`src/rtl/sin_cos_osc_if.sv`:
```
// Bus bundle for the quadrature oscillator: control inputs plus sample/period outputs.
// No latency of its own; carries the registered outputs of sin_cos_osc unchanged.
// No backpressure: samples are announced by sample_vld and must be taken that cycle.
interface sin_cos_osc_if #(
  parameter int WIDTH   = 16,
  parameter int OUT_W   = 8,
  parameter int SHIFT_W = 4,
  parameter int PCNT_W  = 16
);
  logic                      load;
  logic signed [WIDTH-1:0]   amp;
  logic        [SHIFT_W-1:0] shift;
  logic                      en;
  logic        [OUT_W-1:0]   sin_out;
  logic        [OUT_W-1:0]   cos_out;
  logic                      sample_vld;
  logic                      zc;
  logic        [PCNT_W-1:0]  period;
  logic                      period_vld;
  logic                      running;
`ifdef SINWAVE_SAT_EN
  logic                      sat_flag;
`endif

  modport master (
    output load, amp, shift, en,
    input  sin_out, cos_out, sample_vld, zc, period, period_vld, running
`ifdef SINWAVE_SAT_EN
    , input sat_flag
`endif
  );

  modport slave (
    input  load, amp, shift, en,
    output sin_out, cos_out, sample_vld, zc, period, period_vld, running
`ifdef SINWAVE_SAT_EN
    , output sat_flag
`endif
  );
endinterface

```
`src/rtl/sin_cos_osc.sv`:
```
// Quadrature oscillator (Minsky recursion) with offset-binary outputs, zero-crossing flag and period counter.
// Latency: a step accepted at edge N is visible on all outputs in cycle N+1 (sample_vld high for that cycle).
// No backpressure: en gaps freeze the state; optional macro SINWAVE_SAT_EN selects saturating sums and adds sat_flag.
module sin_cos_osc #(
  parameter int WIDTH   = 16,
  parameter int OUT_W   = 8,
  parameter int SHIFT_W = 4,
  parameter int PCNT_W  = 16
) (
  input  logic         i_clk,
  input  logic         i_rst,
  sin_cos_osc_if.slave bus
);

  localparam logic [OUT_W-1:0]        MID  = {1'b1, {(OUT_W-1){1'b0}}};
  localparam logic signed [WIDTH-1:0] SMAX = {1'b0, {(WIDTH-1){1'b1}}};
  localparam logic signed [WIDTH-1:0] SMIN = {1'b1, {(WIDTH-1){1'b0}}};

  typedef enum logic {ST_IDLE, ST_RUN} state_t;

  state_t                    r_state;
  state_t                    w_state_nxt;
  logic signed [WIDTH-1:0]   r_s;
  logic signed [WIDTH-1:0]   r_c;
  logic        [SHIFT_W-1:0] r_k;
  logic        [PCNT_W-1:0]  r_cnt;
  logic        [PCNT_W-1:0]  r_period;
  logic        [OUT_W-1:0]   r_sin;
  logic        [OUT_W-1:0]   r_cos;
  logic                      r_vld;
  logic                      r_zc;
  logic                      r_sat;

  logic                      w_step;
  logic                      w_cross;
  logic                      w_ovf;
  logic signed [WIDTH-1:0]   w_c_sh;
  logic signed [WIDTH-1:0]   w_s_sh;
  logic signed [WIDTH-1:0]   w_s_new;
  logic signed [WIDTH-1:0]   w_c_new;
  logic        [PCNT_W-1:0]  w_cnt_inc;
`ifdef SINWAVE_SAT_EN
  logic signed [WIDTH:0]     w_s_wide;
  logic signed [WIDTH:0]     w_c_wide;
  logic                      w_s_ovf;
  logic                      w_c_ovf;
`endif

  // State register: reset parks in IDLE
  always_ff @(posedge i_clk) begin
    if (i_rst) r_state <= ST_IDLE;
    else       r_state <= w_state_nxt;
  end

  // Next state: load starts (or restarts) the oscillator from either state
  always_comb begin
    w_state_nxt = r_state;
    if (bus.load) w_state_nxt = ST_RUN;
  end

  // Step qualifier: load wins over en, and en is ignored outside RUN
  assign w_step = (r_state == ST_RUN) && bus.en && !bus.load;

  // Coupled recursion; the cosine update uses the freshly computed sine to keep the orbit closed
  always_comb begin
    w_c_sh  = r_c >>> r_k;
`ifdef SINWAVE_SAT_EN
    w_s_wide = {r_s[WIDTH-1], r_s} + {w_c_sh[WIDTH-1], w_c_sh};
    w_s_ovf  = w_s_wide[WIDTH] ^ w_s_wide[WIDTH-1];
    w_s_new  = w_s_ovf ? (w_s_wide[WIDTH] ? SMIN : SMAX) : w_s_wide[WIDTH-1:0];
    w_s_sh   = w_s_new >>> r_k;
    w_c_wide = {r_c[WIDTH-1], r_c} - {w_s_sh[WIDTH-1], w_s_sh};
    w_c_ovf  = w_c_wide[WIDTH] ^ w_c_wide[WIDTH-1];
    w_c_new  = w_c_ovf ? (w_c_wide[WIDTH] ? SMIN : SMAX) : w_c_wide[WIDTH-1:0];
    w_ovf    = w_s_ovf | w_c_ovf;
`else
    w_s_new = r_s + w_c_sh;
    w_s_sh  = w_s_new >>> r_k;
    w_c_new = r_c - w_s_sh;
    w_ovf   = 1'b0;
`endif
  end

  // Positive-going crossing: negative before the step, non-negative after it
  assign w_cross   = r_s[WIDTH-1] & ~w_s_new[WIDTH-1];
  assign w_cnt_inc = (&r_cnt) ? r_cnt : r_cnt + 1'b1;

  // Datapath, output and period registers
  always_ff @(posedge i_clk) begin
    if (i_rst) begin
      r_s      <= '0;
      r_c      <= '0;
      r_k      <= '0;
      r_cnt    <= '0;
      r_period <= '0;
      r_sin    <= MID;
      r_cos    <= MID;
      r_vld    <= 1'b0;
      r_zc     <= 1'b0;
      r_sat    <= 1'b0;
    end else if (bus.load) begin
      // Outputs and period are left alone; they change at the first step
      r_s   <= '0;
      r_c   <= bus.amp;
      r_k   <= bus.shift;
      r_cnt <= '0;
      r_vld <= 1'b0;
      r_zc  <= 1'b0;
      r_sat <= 1'b0;
    end else begin
      r_vld <= w_step;
      r_zc  <= w_step & w_cross;
      if (w_step) begin
        r_s   <= w_s_new;
        r_c   <= w_c_new;
        r_sin <= w_s_new[WIDTH-1 -: OUT_W] ^ MID;
        r_cos <= w_c_new[WIDTH-1 -: OUT_W] ^ MID;
        r_sat <= r_sat | w_ovf;
        if (w_cross) begin
          r_period <= w_cnt_inc;
          r_cnt    <= '0;
        end else begin
          r_cnt    <= w_cnt_inc;
        end
      end
    end
  end

  assign bus.sin_out    = r_sin;
  assign bus.cos_out    = r_cos;
  assign bus.sample_vld = r_vld;
  assign bus.zc         = r_zc;
  assign bus.period_vld = r_zc;
  assign bus.period     = r_period;
  assign bus.running    = (r_state == ST_RUN);
`ifdef SINWAVE_SAT_EN
  assign bus.sat_flag   = r_sat;
`endif

endmodule

```
`src/flat_wrapper.sv`:
```
// flat-port wrapper written by rule: the top's interface ports become plain ports
module sin_cos_osc_flat 
#(
  parameter int WIDTH   = 16,
  parameter int OUT_W   = 8,
  parameter int SHIFT_W = 4,
  parameter int PCNT_W  = 16
)
  (i_clk, i_rst, bus_load, bus_amp, bus_shift, bus_en, bus_sin_out, bus_cos_out, bus_sample_vld, bus_zc, bus_period, bus_period_vld, bus_running);
  sin_cos_osc_if #(.WIDTH(WIDTH), .OUT_W(OUT_W), .SHIFT_W(SHIFT_W), .PCNT_W(PCNT_W)) bus_i ();
  input  logic i_clk;
  input  logic i_rst;
  input wire logic [$bits(bus_i.load)-1:0] bus_load;
  input wire logic [$bits(bus_i.amp)-1:0] bus_amp;
  input wire logic [$bits(bus_i.shift)-1:0] bus_shift;
  input wire logic [$bits(bus_i.en)-1:0] bus_en;
  output wire logic [$bits(bus_i.sin_out)-1:0] bus_sin_out;
  output wire logic [$bits(bus_i.cos_out)-1:0] bus_cos_out;
  output wire logic [$bits(bus_i.sample_vld)-1:0] bus_sample_vld;
  output wire logic [$bits(bus_i.zc)-1:0] bus_zc;
  output wire logic [$bits(bus_i.period)-1:0] bus_period;
  output wire logic [$bits(bus_i.period_vld)-1:0] bus_period_vld;
  output wire logic [$bits(bus_i.running)-1:0] bus_running;
  assign bus_i.load = bus_load;
  assign bus_i.amp = bus_amp;
  assign bus_i.shift = bus_shift;
  assign bus_i.en = bus_en;
  assign bus_sin_out = bus_i.sin_out;
  assign bus_cos_out = bus_i.cos_out;
  assign bus_sample_vld = bus_i.sample_vld;
  assign bus_zc = bus_i.zc;
  assign bus_period = bus_i.period;
  assign bus_period_vld = bus_i.period_vld;
  assign bus_running = bus_i.running;
  sin_cos_osc #(.WIDTH(WIDTH), .OUT_W(OUT_W), .SHIFT_W(SHIFT_W), .PCNT_W(PCNT_W)) u_core (.i_clk(i_clk), .i_rst(i_rst), .bus(bus_i));
endmodule
```
`config.mk`:
```
export PLATFORM = sky130hd
export DESIGN_NAME = sin_cos_osc_flat
export DESIGN_NICKNAME = d
export VERILOG_FILES = /design/src/rtl/sin_cos_osc_if.sv /design/src/rtl/sin_cos_osc.sv /design/src/flat_wrapper.sv
export SDC_FILE = /design/constraint.sdc
export NUM_CORES = 1
export LEC_CHECK = 0
export ABC_AREA = 1
export ABC_CLOCK_PERIOD_IN_PS = 6500
export CELL_PAD_IN_SITES_DETAIL_PLACEMENT = 0
export CELL_PAD_IN_SITES_GLOBAL_PLACEMENT = 1
export CORE_AREA = 2 2 124 126
export DETAILED_ROUTE_END_ITERATION = 6
export DIE_AREA = 0 0 126 128
export PLACE_DENSITY_LB_ADDON = 0.1
export SLEW_MARGIN = 40
export SYNTH_ARGS = -nofsm -noshare
export SYNTH_HDL_FRONTEND = slang
export SYNTH_SLANG_ARGS = --single-unit
export TNS_END_PERCENT = 30
```
`constraint.sdc`:
```
create_clock -name i_clk -period 6.5 [get_ports i_clk]
set_input_delay 1.3 -clock i_clk [delete_from_list [all_inputs] [get_ports i_clk]]
set_output_delay 1.3 -clock i_clk [all_outputs]
set_load 0.01 [all_outputs]
```
==> flow_summary_export.csv, run 1 <==
group,metric,value,unit
status,run_status,"finished clean",
route,dr.first_iter.drc_count,377,
sta,final_max_slew_viol_count,0,
critical_path,startpoint_type,"flip-flop",
sta,final.setup_skew,0.0120,ns
route,antenna_violating_nets_remaining,0,
cells_and_area,post_route_cells_drive_above_1_share,0.0445,
place,hpwlAfterDp,14.8,mm
sta,fin_crit_sh,0.873,
critical_path,crit_path_end_kind,"flip-flop",
sta,timing.setup.tns,0,ns
synth,synth_area_leaders,"sky130_fd_sc_hd__dfxtp_1, sky130_fd_sc_hd__nand2_1, sky130_fd_sc_hd__nand3_1",
floorplan,design.die.area,0.0161,mm^2
sta,timing_hold_violations_final,0,
synth,synth.largest_area_cell,"sky130_fd_sc_hd__dfxtp_1",
cts,cts.reportedPaths.clkPinSlew,0.08,ns
synth,netlist_area_pre_place,0.00643,mm^2
cts,cts_made_buffers,9,
cells_and_area,area.growth.synth_to_final,15.5,%
sta,relSlewSlack,0.474,
critical_path,timing.reg2reg.worst_path_depth,26,
place,number_of_i_o_port_buffers,59,
floorplan,initial_standard_cell_utilization_of_the_core,0.433,
cells_and_area,layout.cells.most_common_list,"sky130_fd_sc_hd__nand2_1, sky130_fd_sc_hd__nand3_1, sky130_fd_sc_hd__a21oi_1",
synth,synth.lib_cells_used.distinct,41,
grt,maximum_number_of_pins_on_one_net_before_global_route_repair,42,
floorplan,std_cell_rows,45,
cts,cts_max_level,3,
cts,clkLatencyLatePin,0.36,ns
sta,max_freq,176,MHz
critical_path,worst_path_max_delay_cell,"sky130_fd_sc_hd__clkinv_1",
place,placer_congestion,0.908,
synth,synth_cells,1060,
route,vias,6693,
critical_path,worst_path_most_repeated_cell,"sky130_fd_sc_hd__nand2_1",
synth,synth_fp_nets,1117,
route,drcViolationCount,0,
sta,fin_crit,5.67,ns
min_path,min_path_type,"reg2reg",
critical_path,cp_slowest_stage_delay,0.82,ns
cells_and_area,multi_input_area,0.00411,mm^2
synth,synthDominantCellAreaShare,0.271,
grt,grt.overflow.total,0,
floorplan,floorplan.die.height,128,um
sta,report.final.setup_viol,0,
synth,ys_ff_latch,87,
power_and_ir_drop,total_power,1.58,mW
power_and_ir_drop,power_leakage,3.46,nW
grt,via_count_of_the_first_global_routing_pass,6221,
cells_and_area,antennaDiodeCount,0,
floorplan,core-area,0.0149,mm^2
cts,clockBufferDepth,2,
critical_path,arrival,5.90,ns
grt,grt_use_total,0.243,
power_and_ir_drop,peakVddDrop,0.116,mV
cts,cts_setup_buffers,0,
sta,worst_slew_pin_slew,0.784,ns
sta,rsz0062_at_grt,"no",
route,wl_per_cell,15.1,um
cts,clock_tree_from_tritoncts,"yes",
job,max_cap_viol,0,
floorplan,floorplan.io_pins,60,
cts,clk_tree_root_cell,"sky130_fd_sc_hd__clkbuf_16",
cts,cts-hold-fix-buffers,0,
route,vias_per_cell,5.19,
cells_and_area,seq_area,0.00174,mm^2
critical_path,timing.critical_path.required,6.73,ns
critical_path,worst_path_max_fanout,29,
synth,yosysWarningCount,0,
cts,tritoncts_num_sinks,87,
grt,grt_antenna_before_repair,0,
cells_and_area,fill_cells,1619,
floorplan,die_width,126,um
cells_and_area,final_common_cell,"sky130_fd_sc_hd__nand2_1",
critical_path,timing.setup.critical_path_class,"reg2reg",
min_path,min_path_cells,2,
synth,syn_avg_cell_area,6.07,um^2
power_and_ir_drop,power_density,212,mW/mm^2
route,drt-pass1-iter-count,5,
synth,synth-seq-area-share,0.271,
grt,grt_first_pass_wirelength,31.5,mm
route,drt-total-wl,19.5,mm
cts,cts-resized-gates,0,
cells_and_area,finalNetCount,1153,
[registers in the layout, indices dropped and copies added (netlist names)]
| signal | cells |
|---|---|
| u_core.bus.sample_vld | 1 |
| u_core.bus.period | 16 |
| u_core.bus.period_vld | 1 |
| u_core.bus.cos_out | 8 |
| u_core.r_k | 4 |
| u_core.bus.sin_out | 8 |
| u_core.r_cnt | 16 |
| u_core.r_c | 16 |
| u_core.bus.running | 1 |
| u_core.r_s | 16 |
[cell type report]
class | count | area share
clock buffers | 10 | 0.0308
multi-input cells | 824 | 0.553
well taps | 188 | 0.0317
clock inverters | 6 | 0.00674
inverters | 103 | 0.0522
repair buffers | 71 | 0.0916
flip-flops and latches | 87 | 0.234
[path summary, 6_finish.rpt]
kind / start / end / slack, ns
worst max-delay path: u_core.r_k[3] / u_core.r_c[8] / 0.83
worst min register to register: u_core.bus.period[12] / u_core.bus.period[12] / 0.46
worst max register to register: u_core.r_k[3] / u_core.r_c[8] / 0.83
worst min-delay path: u_core.bus.period[12] / u_core.bus.period[12] / 0.46
[worst max-delay path: cells and delay by family, from the launching register on]
| family | cells | cell delay (ns) |
|---|---|---|
| flops | 1 | 0.75 |
| simple gates | 14 | 1.38 |
| buf+inv | 3 | 0.98 |
| compound gates | 5 | 1.32 |
| xor+xnor | 1 | 0.21 |
| fa+ha+maj | 3 | 0.89 |
[kinds of logic (layout without fill, tap and decap cells)]
logic type,after synthesis,count (layout),synth area share
simple gates,557,557,0.366
compound gates,212,212,0.174
buf+inv,149,190,0.0912
flops,87,87,0.271
fa+ha+maj,33,33,0.0665
xor+xnor,17,17,0.0232
mux,5,5,0.00778
[per-stage QoR]
step                std cells  worst slack (ns)  cell area [um^2]   util  hold WS, ns
floorplan                1060              2.03              6430      -        0.445
global placement         1273              1.32              7150  0.481        0.452
detailed placement       1273              1.25              7150  0.481        0.454
CTS                      1289              1.22              7430  0.500        0.464
global route             1289             0.320              7430  0.500        0.481
finish                   1289             0.829              7430  0.500        0.465
[synthesized netlist by cell type]
master and number:
sky130_fd_sc_hd__and3_1 2, sky130_fd_sc_hd__buf_4 1, sky130_fd_sc_hd__clkinv_2 1, sky130_fd_sc_hd__a211oi_1 1, sky130_fd_sc_hd__nor3_1 5, sky130_fd_sc_hd__a32o_1 1
sky130_fd_sc_hd__nand3_2 1, sky130_fd_sc_hd__buf_1 8, sky130_fd_sc_hd__dfxtp_1 87, sky130_fd_sc_hd__inv_2 3, sky130_fd_sc_hd__or2_0 1, sky130_fd_sc_hd__o31ai_1 2
sky130_fd_sc_hd__o21bai_1 5, sky130_fd_sc_hd__o21ai_0 89, sky130_fd_sc_hd__fa_1 2, sky130_fd_sc_hd__a31oi_1 6, sky130_fd_sc_hd__nand4_1 6, sky130_fd_sc_hd__clkbuf_1 34
sky130_fd_sc_hd__nor2_8 1, sky130_fd_sc_hd__a21oi_1 95, sky130_fd_sc_hd__or2_2 6, sky130_fd_sc_hd__nor2_2 1, sky130_fd_sc_hd__ha_1 31, sky130_fd_sc_hd__mux2i_1 5
sky130_fd_sc_hd__nand2_2 4, sky130_fd_sc_hd__nand2_4 2, sky130_fd_sc_hd__xnor2_1 12, sky130_fd_sc_hd__buf_6 3, sky130_fd_sc_hd__and2_1 3, sky130_fd_sc_hd__o211ai_1 7
sky130_fd_sc_hd__a21o_1 2, sky130_fd_sc_hd__nand2_1 347, sky130_fd_sc_hd__inv_1 95, sky130_fd_sc_hd__nand3_1 115, sky130_fd_sc_hd__xor2_1 5, sky130_fd_sc_hd__clkinv_1 4
sky130_fd_sc_hd__o21ai_1 3, sky130_fd_sc_hd__a22o_1 1, sky130_fd_sc_hd__nor2_1 59, sky130_fd_sc_hd__nor3_2 2, sky130_fd_sc_hd__nand3b_1 2
[routing by layer]
metal,wire (um),share of wire,vias to the layer above,track usage
li1,-,-,3545,-
met1,9770,0.50,2968,0.345
met2,8550,0.44,148,0.385
met3,764,0.039,32,0.0326
met4,423,0.022,0,0.0769
met5,0,0,-,0
[where the power goes]
group | switching [mW] | internal [mW] | total, mW
Sequential | 0.0168 | 0.549 | 0.566
Combinational | 0.322 | 0.175 | 0.497
Clock | 0.250 | 0.266 | 0.516
Power figures use the tool's default switching activity.
==> inputs of run 2 (changes only) <==
--- a/config.mk
+++ b/config.mk
@@ -6,7 +6,7 @@
 export NUM_CORES = 1
 export LEC_CHECK = 0
 export ABC_AREA = 1
-export ABC_CLOCK_PERIOD_IN_PS = 6500
+export ABC_CLOCK_PERIOD_IN_PS = 6750
 export CELL_PAD_IN_SITES_DETAIL_PLACEMENT = 0
 export CELL_PAD_IN_SITES_GLOBAL_PLACEMENT = 1
 export CORE_AREA = 2 2 124 126
==> constraint.sdc (replaced) <==
create_clock -name i_clk -period 6.75 [get_ports i_clk]
set_input_delay 1.35 -clock i_clk [delete_from_list [all_inputs] [get_ports i_clk]]
set_output_delay 1.35 -clock i_clk [all_outputs]
set_load 0.01 [all_outputs]
==> run 2 against run 1 <==
Effect of this change: final cell count barely moved; critical path depth is 8 higher; die area stayed put; sequential power decreased by 4.2%; flip-flop and latch count did not move; hold slack hardly changed; setup slack better by 0.51 ns; combinational power fell by 4%; first-iteration DRC count up 28%; non-clock buffer count fell by 1; count of clock-buffer cells in the layout fell by 1; via count rose by 1.0%; critical path type unchanged; largest cell class unchanged.
==> flow_summary_export.csv, run 2 (synthesized netlist as in run 1, its figures left out) <==
group,metric,value,unit
status,run_status,"finished clean",
cts,cts_made_buffers,9,
cts,cts-hold-fix-buffers,0,
sta,max_freq,185,MHz
critical_path,timing.critical_path.required,6.98,ns
floorplan,initial_standard_cell_utilization_of_the_core,0.433,
power_and_ir_drop,total_power,1.53,mW
cts,clk_tree_root_cell,"sky130_fd_sc_hd__clkbuf_16",
cells_and_area,finalNetCount,1152,
critical_path,arrival,5.64,ns
min_path,min_path_cells,2,
min_path,min_path_type,"reg2reg",
cts,tritoncts_num_sinks,87,
min_path,worstHoldEndpoint,"u_core.bus.period[12]",
cells_and_area,area.growth.synth_to_final,15.7,%
critical_path,worst_path_most_repeated_cell,"sky130_fd_sc_hd__nand2_1",
critical_path,critical_path_buf_inv_count,6,
power_and_ir_drop,power_leakage,3.46,nW
grt,grt_antenna_before_repair,0,
sta,timing.setup.tns,0,ns
cts,clock_tree_from_tritoncts,"yes",
route,wl_per_cell,15.1,um
place,placer_congestion,0.891,
cts,cts-resized-gates,0,
min_path,timing.hold.worst.start,"u_core.bus.period[12]",
critical_path,timing.setup.critical_path_class,"reg2reg",
route,drcViolationCount,0,
critical_path,crit_path_end_kind,"flip-flop",
cts,clockBufferDepth,2,
route,antenna_violating_nets_remaining,0,
power_and_ir_drop,peakVddDrop,0.128,mV
place,hpwlAfterDp,14.8,mm
sta,final.setup_skew,0.0142,ns
job,max_cap_viol,0,
route,vias_per_cell,5.25,
critical_path,path_delay_family,"simple AND/OR/NAND/NOR gates",
critical_path,reg2reg_setup_slack,1.34,ns
sta,final_max_slew_viol_count,0,
critical_path,cp_slowest_stage_delay,0.43,ns
critical_path,critical_path_depth,34,
grt,maximum_number_of_pins_on_one_net_before_global_route_repair,42,
route,vias,6760,
grt,grt_use_total,0.244,
sta,timing_hold_violations_final,0,
sta,fin_crit,5.41,ns
cts,cts.reportedPaths.clkPinSlew,0.08,ns
route,drt-total-wl,19.5,mm
grt,via_count_of_the_first_global_routing_pass,6131,
floorplan,floorplan.die.height,128,um
sta,rsz0062_at_grt,"no",
critical_path,reg_to_reg_startpoint,"u_core.r_k[1]",
cells_and_area,final_common_cell,"sky130_fd_sc_hd__nand2_1",
floorplan,core-area,0.0149,mm^2
route,dr.first_iter.drc_count,484,
cts,cts_setup_buffers,0,
cells_and_area,post_route_cells_drive_above_1_share,0.0455,
place,number_of_i_o_port_buffers,59,
grt,grt.overflow.total,0,
critical_path,timing.reg2reg.worst_path_depth,34,
cells_and_area,postLayoutCoreUtil,0.501,
floorplan,std_cell_rows,45,
grt,grt_first_pass_wirelength,31.7,mm
floorplan,die_width,126,um
cts,clkLatencyLatePin,0.36,ns
floorplan,floorplan.io_pins,60,
critical_path,worst_path_max_delay_cell,"sky130_fd_sc_hd__fa_1",
critical_path,regToRegEndpoint,"u_core.r_c[8]",
sta,fin_crit_sh,0.801,
critical_path,startpoint_type,"flip-flop",
floorplan,design.die.area,0.0161,mm^2
cts,cts_max_level,3,
sta,worst_slew_pin_slew,0.802,ns
sta,relSlewSlack,0.465,
route,drt-pass1-iter-count,5,
cells_and_area,fill_cells,1618,
cells_and_area,antennaDiodeCount,0,
sta,report.final.setup_viol,0,
power_and_ir_drop,power_density,206,mW/mm^2
cells_and_area,layout.cells.most_common_list,"sky130_fd_sc_hd__nand2_1, sky130_fd_sc_hd__nand3_1, sky130_fd_sc_hd__a21oi_1",
critical_path,worst_path_max_fanout,34,
-- run 2: changes by cell type in the layout (fill, tap and decap cells not counted), sizes merged --
cell,previous run,this run
clkinvlp,1,2
buf,12,11
clkbuf,10,9
inv,100,101
clkinv,8,7
-- run 2: report_power, final --
| group | internal [mW] | leakage, nW | switching (mW) |
|---|---|---|---|
| clock network | 0.261 | 0.139 | 0.252 |
| registers | 0.528 | 0.706 | 0.0136 |
| logic | 0.167 | 2.61 | 0.312 |
| total | 0.957 | 3.46 | 0.578 |
-- run 2: worst reg2reg max path: cells and delay by family, from the launching register on --
kind / cells / cell delay [ns]
DFF: 1 / 0.31
and+or+nand+nor: 18 / 1.76
AOI/OAI and AO/OA: 7 / 1.43
buffers and inverters: 6 / 0.87
adders and majority gates: 3 / 0.94
-- run 2: worst max path at each step --
stage / start / to
global route: u_core.r_k[1] / u_core.r_c[8]
finish: u_core.r_k[1] / u_core.r_c[8]
CTS: u_core.r_k[1] / u_core.r_c[8]
global placement: u_core.r_k[2] / u_core.bus.cos_out[0]
floorplan: u_core.r_k[1] / u_core.bus.cos_out[0]
detailed placement: u_core.r_k[1] / u_core.r_c[8]
-- run 2: layout make-up --
class / instances / area, um^2 / area share
multi-input combinational: 824 / 4110 / 0.552
clock buffer: 9 / 225 / 0.0303
timing repair buffer: 70 / 673 / 0.0905
clock inverter: 7 / 71.3 / 0.00959
tap: 188 / 235 / 0.0316
sequential: 87 / 1740 / 0.234
inverter: 103 / 388 / 0.0521
-- run 2: per-stage QoR --
stage               instance area [um^2]  hold WS (ns)  std cells  setup slack [ns]
floorplan                           6430         0.445       1060              2.28
global placement                    7140         0.453       1272              1.26
detailed placement                  7140         0.456       1272              1.41
CTS                                 7440         0.466       1288              1.38
global route                        7440         0.488       1288             0.837
finish                              7440         0.464       1288              1.34
-- run 2: routing by layer --
metal	routed length, um	track usage	vias up
met1	9630	0.342	3046
met3	821	0.0401	24
li1	-	-	3546
met5	0	0	-
met2	8690	0.392	144
met4	330	0.0646	0
